$ cat config.mk
export PLATFORM = sky130hd
export DESIGN_NAME = lpcm_monitor
export DESIGN_NICKNAME = d
export VERILOG_FILES = /design/src/rtl/lpcm_monitor.sv
export SDC_FILE = /design/constraint.sdc
export NUM_CORES = 1
export LEC_CHECK = 0
export ABC_CLOCK_PERIOD_IN_PS = 2300
export BUFFER_PORTS_ARGS = -buffer_cell sky130_fd_sc_hd__buf_4
export CAP_MARGIN = 10
export CORE_MARGIN = 2
export CORE_UTILIZATION = 55
export CTS_CLUSTER_DIAMETER = 150
export DETAILED_ROUTE_END_ITERATION = 7
export PLACE_DENSITY = 0.75
export SLEW_MARGIN = 10
export SYNTH_ARGS = -nofsm -noshare
export SYNTH_HDL_FRONTEND = slang
export SYNTH_SLANG_ARGS = --single-unit
$ cat constraint.sdc
create_clock -name clk -period 2.3 [get_ports clk]
set_input_delay 0 -clock clk [delete_from_list [all_inputs] [get_ports clk]]
set_output_delay 0 -clock clk [all_outputs]
set_load 0.01 [all_outputs]
$ cat src/rtl/lpcm_monitor.sv
// ---------------------------------------------------------------------------
// LpcmMonitor (module lpcm_monitor)
//
// Passive sink that sits right behind the LPCM driver. Every strobed sample
// on the LPCM bus becomes an item {sample, latency}, where latency is the
// number of idle (en=0) cycles that came before it. Items are queued in a
// small FIFO and offered to the scoreboard over a valid/ready port.
//
// Ports:
//   clk          bus clock, everything happens on its rising edge
//   reset        asynchronous, active-high; empties the FIFO and clears state
//   lpcm_en      sample strobe from the LPCM bus
//   lpcm_data    sample value, meaningful only while lpcm_en=1
//   out_valid    the FIFO head holds an item
//   out_ready    the consumer takes the head item this cycle
//   out_sample   sample of the head item (0 while the FIFO is empty)
//   out_latency  idle-gap count of the head item (0 while the FIFO is empty)
//   out_count    number of items currently buffered
//   overflow     sticky flag: a sample arrived while the FIFO was full
// ---------------------------------------------------------------------------
module lpcm_monitor #(
    parameter int DATA_W     = 16,
    parameter int LAT_W      = 8,
    parameter int FIFO_DEPTH = 4
) (
    input  logic                          clk,
    input  logic                          reset,
    input  logic                          lpcm_en,
    input  logic [DATA_W-1:0]             lpcm_data,
    output logic                          out_valid,
    input  logic                          out_ready,
    output logic [DATA_W-1:0]             out_sample,
    output logic [LAT_W-1:0]              out_latency,
    output logic [$clog2(FIFO_DEPTH):0]   out_count,
    output logic                          overflow
);

    localparam int PTR_W = $clog2(FIFO_DEPTH);
    localparam int CNT_W = PTR_W + 1;
    localparam logic [LAT_W-1:0] GAP_MAX = '1;
    localparam logic [CNT_W-1:0] DEPTH_C = CNT_W'(FIFO_DEPTH);

    logic [LAT_W-1:0]  gap_q, gap_d;
    logic [PTR_W-1:0]  wrPtr_q, wrPtr_d;
    logic [PTR_W-1:0]  rdPtr_q, rdPtr_d;
    logic [CNT_W-1:0]  count_q, count_d;
    logic              overflow_q, overflow_d;

    logic [DATA_W-1:0] sampleMem [FIFO_DEPTH];
    logic [LAT_W-1:0]  latMem    [FIFO_DEPTH];

    logic full;
    logic pop;
    logic push;
    logic drop;

    // Next-state logic. A pop frees the head slot in the same edge, so a strobe
    // arriving while full can still be accepted when the consumer is taking an
    // item; only a strobe into a full FIFO with no pop is dropped. The gap
    // counter restarts on every strobe, whether or not the sample was kept.
    always_comb begin
        full       = (count_q == DEPTH_C);
        pop        = (count_q != '0) && out_ready;
        push       = lpcm_en && (!full || pop);
        drop       = lpcm_en && full && !pop;

        gap_d      = gap_q;
        wrPtr_d    = wrPtr_q;
        rdPtr_d    = rdPtr_q;
        count_d    = count_q;
        overflow_d = overflow_q | drop;

        if (lpcm_en) begin
            gap_d = '0;
        end else if (gap_q != GAP_MAX) begin
            gap_d = gap_q + 1'b1;
        end

        if (push) begin
            wrPtr_d = wrPtr_q + 1'b1;
        end
        if (pop) begin
            rdPtr_d = rdPtr_q + 1'b1;
        end

        case ({push, pop})
            2'b10:   count_d = count_q + 1'b1;
            2'b01:   count_d = count_q - 1'b1;
            default: count_d = count_q;
        endcase
    end

    // Control state: pointers, occupancy, gap counter and the sticky overflow.
    always_ff @(posedge clk or posedge reset) begin
        if (reset) begin
            gap_q      <= '0;
            wrPtr_q    <= '0;
            rdPtr_q    <= '0;
            count_q    <= '0;
            overflow_q <= 1'b0;
        end else begin
            gap_q      <= gap_d;
            wrPtr_q    <= wrPtr_d;
            rdPtr_q    <= rdPtr_d;
            count_q    <= count_d;
            overflow_q <= overflow_d;
        end
    end

    // Item storage. It needs no reset because nothing is read from it while
    // the FIFO is empty; the outputs below are forced to 0 in that case.
    always_ff @(posedge clk) begin
        if (push) begin
            sampleMem[wrPtr_q] <= lpcm_data;
            latMem[wrPtr_q]    <= gap_q;
        end
    end

    // Head-of-FIFO presentation, driven purely from registered state.
    always_comb begin
        out_valid   = (count_q != '0);
        out_sample  = out_valid ? sampleMem[rdPtr_q] : '0;
        out_latency = out_valid ? latMem[rdPtr_q]    : '0;
        out_count   = count_q;
        overflow    = overflow_q;
    end

endmodule

Word level (Yosys, flattened, before mapping)
Memories as Yosys holds them, arrays and structs flattened.
Cells that the tools add are included.
{"block": "op_classes", "add_sub_neg": 5, "reduce_logical": 10, "eq_ne": 4, "n_mux": 7, "bitwise_logic": 1}
{"operator": "$mux W8", "n": 3}
{"operator": "$mux W16", "n": 1}
{"operator": "$add A8 B1 Y8 const B", "n": 1}
{"operator": "$ne A8 B8 Y1 const B", "n": 1}
{"operator": "$pmux W3 S2", "n": 1}
{"operator": "$add A2 B1 Y2 const B", "n": 2}
{"operator": "$logic_and A1 B1 Y1", "n": 4}
{"operator": "$reduce_bool A2 Y1", "n": 2}
{"operator": "$add A3 B1 Y3 const B", "n": 1}
{"operator": "$eq A3 B3 Y1 const B", "n": 1}
{"operator": "$reduce_bool A3 Y1", "n": 1}
{"operator": "$sub A3 B1 Y3 const B", "n": 1}
{"operator": "$eq A2 B1 Y1 const B", "n": 1}
{"operator": "$eq A2 B2 Y1 const B", "n": 1}
{"operator": "$logic_not A1 Y1", "n": 2}
{"operator": "$mux W1", "n": 2}
{"operator": "$logic_or A1 B1 Y1", "n": 1}
{"operator": "$or A1 B1 Y1", "n": 1}
{"block": "totals", "wordCells": 34, "register_bits": 16, "output_inout_bits": 29, "memories": 2, "mem_bits_rw": 96, "inputBits": 20}
{"memory": "sampleMem", "depth": 4, "word_bits": 16, "read_ports": 1, "rd_clocked_by_memory_dff": 0, "wr": 1, "line": "49", "source": "logic [DATA_W-1:0] sampleMem [FIFO_DEPTH];"}
{"memory": "latMem", "depth": 4, "word_bits": 8, "read_ports": 1, "rd_clocked_by_memory_dff": 0, "wr": 1, "line": "50", "source": "logic [LAT_W-1:0] latMem [FIFO_DEPTH];"}

Depth between registers and ports, before layout
Gate-level depths: netlist (run 1).
{"block": "depth", "word_depth": 6, "mapped_depth": 8, "depth_no_buf": 7}

Worst setup path after synthesis (run 1)
No wires, ideal clock.
{"block": "synth_timing", "path_type": "register -> register", "start": "reg count_q[1] (netlist: out_count[1])", "end": "reg count_q[1] (netlist: out_count[1])", "setup_time_ns": 0.087, "setup_slack_ns": 0.180, "period_less_slack_ns": 2.120, "t_required_ns": 2.213, "stages_incl_launch_ff": 9, "n_path_buf": 1, "arrival_time_ns": 2.033, "path_cell_list": "dfrtp_1 > or3_1 > buf_2 > nand2_1 > or2_2 > fa_1 > o21ba_2 > o211ai_1 > a22oi_1"}
{"block": "synth_via", "elab_chain_cells": 6, "word_cells_on_any_way": 12, "cone_classes": "2 x add/sub; 3 x eq/ne; 1 x mux; 6 x reduce/logical"}
{"item": "from (decl)", "line": "46", "source": "logic [CNT_W-1:0] count_q, count_d;"}
{"item": "from (signal assigned)", "line": "105", "source": "count_q <= count_d;"}
{"item": "$eq A3 B3 Y1 / $reduce_bool A3 Y1 (equally long branches)", "line": "62, 63"}
{"item": "$logic_not A1 Y1 / $logic_and A1 B1 Y1 (equally long branches)", "line": "64, 63"}
{"item": "$logic_or A1 B1 Y1", "line": "64", "source": "push = lpcm_en && (!full || pop);"}
{"item": "$logic_and A1 B1 Y1", "line": "64"}
{"item": "$eq A2 B1 Y1 / $eq A2 B2 Y1 (equally long branches)", "line": "86", "source": "case ({push, pop})"}
{"item": "$pmux W3 S2 / $reduce_bool A2 Y1 (equally long branches)"}
Several ways; a longest one is shown, not always the timed one.
A chain may end at the register's enable or synchronous reset.

Worst setup path in the final report (run 1)
{"block": "layout_timing", "start": "reg rdPtr_q[0]", "end": "out out_latency[1]"}
{"block": "layout_via", "elab_chain_cells": 2}
{"item": "from (decl)", "line": "45", "source": "logic [PTR_W-1:0] rdPtr_q, rdPtr_d;"}
{"item": "from (signal assigned)", "line": "104", "source": "rdPtr_q <= rdPtr_d;"}
{"item": "$mem_v2 Z4 W8"}
{"item": "$mux W8", "line": "123", "source": "out_latency = out_valid ? latMem[rdPtr_q] : '0;"}
{"item": "to (decl)", "line": "33", "source": "output logic [LAT_W-1:0] out_latency,"}
No other way between the ends.

==> results.cfg, run 1 <==
[logic_synthesis]
yosys.area.top_type_share_pct = 62.1
yosysSeqAreaShare_pct = 70.7
synthCells = 252
async_reset_ff_share_pct = 14.3
avgSynthCellArea_sq_um = 18.4
synth_warnings = 0
yosysMostFrequentCell = edfxtp_1
syn_area_sq_um = 4640
synthTopCellsByArea = edfxtp_1 62%, mux4_2 8.7%, dfrtp_1 8.6%
yosys.area.top_type = edfxtp_1
synth-seq-cells = 112
yosys_most_used_dff = edfxtp_1
synth.net_count = 278
yosys-top-cells-count = 96 x edfxtp_1, 28 x and2_1, 18 x mux4_2
synth-edff-count = 96
synthDistinctLibCells = 43

[global_routing]
antenna_found_initial = 0
grt_pass1_vias = 2369
grt_pass1_wl_um = 12100
grt_max_degree = 27
grt_overflow = 0
gr-usage-all-layers_pct = 18.2

[floorplanning]
core_area_sq_um = 8220
die_h_um = 95.9
start_util_pct = 56.5
io_pins = 49
rows = 33
die_area_sq_um = 9200
die_x_um = 95.9

[sta]
min_period_over_period_pct = 90.2
finalSetupViolCount = 0
fin_skew_ps = 10.7
rsz0062_at_grt = no
hold_viol_final = 0
fin_crit_ps = 2070
slew_headroom_pct = 55.1
finalSetupTns_ps = 0
hold-worst-slack_ps = 280
tightest_slew_ps = 673
max_freq_mhz = 482
drv_slew = 0

[setup_path]
cp.arrival_ps = 2070
worstSetupStartpointType = register
worstRegToRegCells = 7
cp_data_required_time_ps = 2300
path_max_fanout = 12
crit_type = register to output pin
endpoint_kind = output pin

[drt]
drt_iter0_markers = 110
num_vias = 2434
drtPass1Iterations = 4
post_drt_via_cell_ratio = 5.57
drc = 0
routed_wl_um = 7760
detail-route-antenna-nets = 0
wl_per_cell_um = 17.8

[clocking]
clk_pin_slew_ps = 100
cts.sinks = 112
htree_num_levels = 3
cts_resized = 0
clockBufferDepth = 2
postCtsSetupBuffers = 0
cts-root-buf = clkbuf_8
cts_inserted_buffers = 9
cts_tree = yes
insertion_delay_ps = 370

[final_layout]
post-route-cell-area_sq_um = 5550
area_growth_syn_to_layout_pct = 19.4
n_antenna_cell = 0
fin_nets = 353
final_layout_size_suffix_gt1_share_pct = 29.8

[placed_design]
hpwl_um = 4720
place_congestion = 0.724
placed_area_sq_um = 5130
port-buffer-count = 48

[power_and_ir_drop]
leakagePower_nw = 2.01
power.total_mw = 6.59
ir_worst_vdd_v = 0.000746
power.density_nw_per_um2 = 1190

[status]
status = complete, no violations

[run]
max_cap_viol_count = 0

[hold_path]
min-delay-path-class = input pin to asynchronous set/reset pin
==> placed cells by master (no fill, tap or decap), drive strengths merged, types with 2 or more instances in the layout <==
cell / netlist / layout
nand2: 5 / 5
o21ba: 2 / 2
nand3: 5 / 5
clkinv: 0 / 2
a31oi: 3 / 3
clkbuf: 3 / 9
nor4b: 3 / 3
nand4: 2 / 2
and3: 2 / 2
edfxtp: 96 / 96
mux4: 24 / 24
inv: 6 / 8
dfrtp: 16 / 16
mux2: 2 / 2
xor2: 2 / 2
o21ai: 2 / 2
buf: 10 / 58
dlygate4sd3: 0 / 19
o21bai: 2 / 2
bufinv: 0 / 2
and2: 28 / 28
nand2b: 3 / 3
nor3: 3 / 3
nor2b: 3 / 3
nor3b: 2 / 2
xnor2: 3 / 3
a21oi: 2 / 2
ha: 5 / 5
nor2: 5 / 5
==> final timing paths <==
kind	start	end	slack, ps
min reg2reg	overflow	overflow	500
max reg2reg	out_count[2]	out_count[1]	270
max in group asynchronous	reset	rdPtr_q[0]	1540
max	rdPtr_q[0]	out_latency[1]	230
min	reset	wrPtr_q[0]	280
min in group clk	lpcm_data[14]	sampleMem[1][14]	370
==> per-stage QoR <==
stage / instances / utilization (%) / setup slack (ps)
after global routing: 437 / 67.5 / 82.8
after detailed placement: 402 / 62.4 / 281
after global placement: 402 / 62.4 / 357
after floorplan: 252 / - / 180
final: 437 / 67.5 / 226
after CTS: 437 / 67.5 / 178
==> logic make-up after synthesis <==
logic type                 after synthesis  synth area share [%]
adders and majority gates                6                  1.78
buffers and inverters                   19                  2.59
DFF                                    112                  70.7
xor gates and xnor gates                 5                 0.943
muxes                                   27                  12.8
AOI/OAI and AO/OA                       17                  2.61
and+or+nand+nor                         66                  8.57
==> layout make-up <==
class                           instances  area (sq um)
Sequential cell                       112          3280
Fill cell                             550          2670
Multi-Input combinational cell        121          1240
Timing Repair Buffer                   77           638
Tap cell                              105           131
Clock buffer                            9           124
Clock inverter                          7           104
Inverter                                6          22.5
==> state kept, by name (all words and copies together), names as in the netlist <==
| signal | flops |
|---|---|
| gap_q | 8 |
| latMem | 32 |
| out_count | 3 |
| overflow | 1 |
| rdPtr_q | 2 |
| sampleMem | 64 |
| wrPtr_q | 2 |
==> worst max-delay path, cell delays in order, from the launching register on <==
cell and delay (ps):
dfrtp_2 610, buf_4 260, mux4_2 530, and2_1 170
buf_4 140
==> power by group <==
part           internal, mW  switching, mW  total [mW]
sequential             2.65          0.193        2.84
combinational          1.34           1.12        2.47
clock                 0.628          0.648        1.28
==> per-layer routing <==
layer	vias up	wire (um)	GRT usage, %
met3	6	280	4.78
met4	0	64	5.48
met1	1243	3490	24.8
met2	50	3920	29.3
met5	-	0	0
li1	1135	-	-
==> repair_timing <==
action / in CTS / in global routing
endpoints found under the hold margin: 88 / 0
setup endpoints to repair: 0 / 0
hold buffers: 19 / 0
Power figures use the tool's default switching activity.
==> run 2: changes to the inputs <==
--- a/config.mk
+++ b/config.mk
@@ -12,7 +12,7 @@
 export CORE_UTILIZATION = 55
 export CTS_CLUSTER_DIAMETER = 150
 export DETAILED_ROUTE_END_ITERATION = 7
-export PLACE_DENSITY = 0.75
+export PLACE_DENSITY = 0.86
 export SLEW_MARGIN = 10
 export SYNTH_ARGS = -nofsm -noshare
 export SYNTH_HDL_FRONTEND = slang
==> results.cfg, run 2 (synthesis results as in run 1) <==
[drt]
detail-route-antenna-nets = 0
routed_wl_um = 7580
drtPass1Iterations = 4
post_drt_via_cell_ratio = 5.63
num_vias = 2456
wl_per_cell_um = 17.4
drc = 0
drt_iter0_markers = 156

[setup_path]
r2r_slack_ps = 250
crit_type = register to register
worstRegToRegCells = 7
endpoint_kind = register
cp_data_required_time_ps = 2580
r2r_end = out_count[1]
cp.arrival_ps = 2330
r2r_start = out_count[2]
path_max_fanout = 7
worstSetupStartpointType = register

[power_and_ir_drop]
ir_worst_vdd_v = 0.000670
power.density_nw_per_um2 = 1160
intPower_mw = 4.40
swShare_pct = 30.8
combinationalPowerShare_pct = 39.2
switching_power_mw = 1.96
clkPwrFrac_pct = 16.9
p_seq_share_pct = 43.9
leakagePower_nw = 1.99

[status]
status = complete, no violations

[placed_design]
place_congestion = 0.805
port-buffer-count = 48
hpwl_um = 4520

[final_layout]
largest_reg_flops = 64
fin_nets = 352
largest_register = sampleMem
fillers = 529
final_layout_size_suffix_gt1_share_pct = 29.0
final_cell_mix = 96 x edfxtp_1, 56 x buf_4, 28 x and2_1
reg.largest.list = sampleMem: 64 flops, latMem: 32 flops, gap_q: 8 flops
mostFrequentLayoutCell = edfxtp_1
area_growth_syn_to_layout_pct = 18.2
utilization_pct = 66.8
n_antenna_cell = 0

[sta]
max_freq_mhz = 487
fin_skew_ps = 12.8
hold-worst-slack_ps = 276
slew_headroom_pct = 57.5
fin_crit_ps = 2050
hold_viol_final = 0
finalSetupViolCount = 0
tightest_slew_ps = 637
rsz0062_at_grt = no
drv_slew = 0
finalSetupTns_ps = 0
min_period_over_period_pct = 89.3

[clocking]
cts-root-buf = clkbuf_8
htree_num_levels = 3
clk_pin_slew_ps = 100
cts_tree = yes
insertion_delay_ps = 370
clockBufferDepth = 2
cts_inserted_buffers = 9
cts.sinks = 112
postCtsSetupBuffers = 0

[global_routing]
grt_max_degree = 27
grt_pass1_vias = 2458
grt_overflow = 0
grt_pass1_wl_um = 12000
antenna_found_initial = 0
gr-usage-all-layers_pct = 18.0

[floorplanning]
die_h_um = 95.9
rows = 33
die_area_sq_um = 9200
die_x_um = 95.9
start_util_pct = 56.5
core_area_sq_um = 8220
io_pins = 49

[run]
max_cap_viol_count = 0

[hold_path]
min-delay-path-class = input pin to asynchronous set/reset pin
## run 2: worst max-delay path by stage
| stage | from | to | slack (ps) | depth (start not counted) |
|---|---|---|---|---|
| 6_report | out_count[2] | out_count[1] | 250 | 7 |
| 4_1_cts | out_count[2] | out_count[1] | 260 | 7 |
| 3_5_place_dp | out_count[2] | out_count[1] | 280 | 7 |
| 5_1_grt | out_count[2] | out_count[1] | 130 | 7 |
| 3_3_place_gp | out_count[2] | out_count[1] | 350 | 7 |
| 2_1_floorplan | out_count[1] | out_count[1] | 180 | 8 |
## run 2: cell type report
cell class                      instances  area (sq um)  area share, %
Tap cell                              105           131           2.39
Sequential cell                       112          3280           59.8
Clock inverter                          6          53.8          0.980
Multi-Input combinational cell        121          1240           22.6
Inverter                                6          22.5          0.410
Clock buffer                           10           128           2.32
Timing Repair Buffer                   76           631           11.5
## run 2: critical path: stages (launching register included)
cell and delay [ps]:
dfrtp_1 450, or3_1 350, nand2_1 100, or2_2 120, fa_1 410, o21ba_2 250, o211ai_1 80, a22oi_1 200
## run 2: layer usage
| layer | routed length (um) | track usage, % | vias to the layer above |
|---|---|---|---|
| met3 | 320 | 5.87 | 7 |
| met4 | 57 | 3.93 | 0 |
| met2 | 3980 | 31.6 | 66 |
| met1 | 3230 | 21.9 | 1248 |
| li1 | - | - | 1135 |
| met5 | 0 | 0 | - |
## run 2: repair_timing
| action | CTS | global route |
|---|---|---|
| hold buffers | 19 | 0 |
| gates resized for setup | 0 | 0 |
| setup endpoints to repair | 0 | 0 |
| hold endpoints to repair | 88 | 0 |
## run 2: power by group through the flow
stage,sequential (mW),clock [mW],combinational (mW)
floorplan,2.82,0,1.59
global placement,2.81,0,2.46
detailed placement,2.84,0,2.51
CTS,2.79,1.10,2.54
global route,2.83,1.18,2.75
finish,2.79,1.07,2.50
## run 2: through the flow
step	cell area, sq um	power, mW	cells	worst slack (ps)
finish	5490	6.37	436	246
global route	5490	6.76	436	125
CTS	5490	6.43	436	256
detailed placement	5120	5.35	401	285
global placement	5120	5.27	401	353
floorplan	4640	4.41	252	180
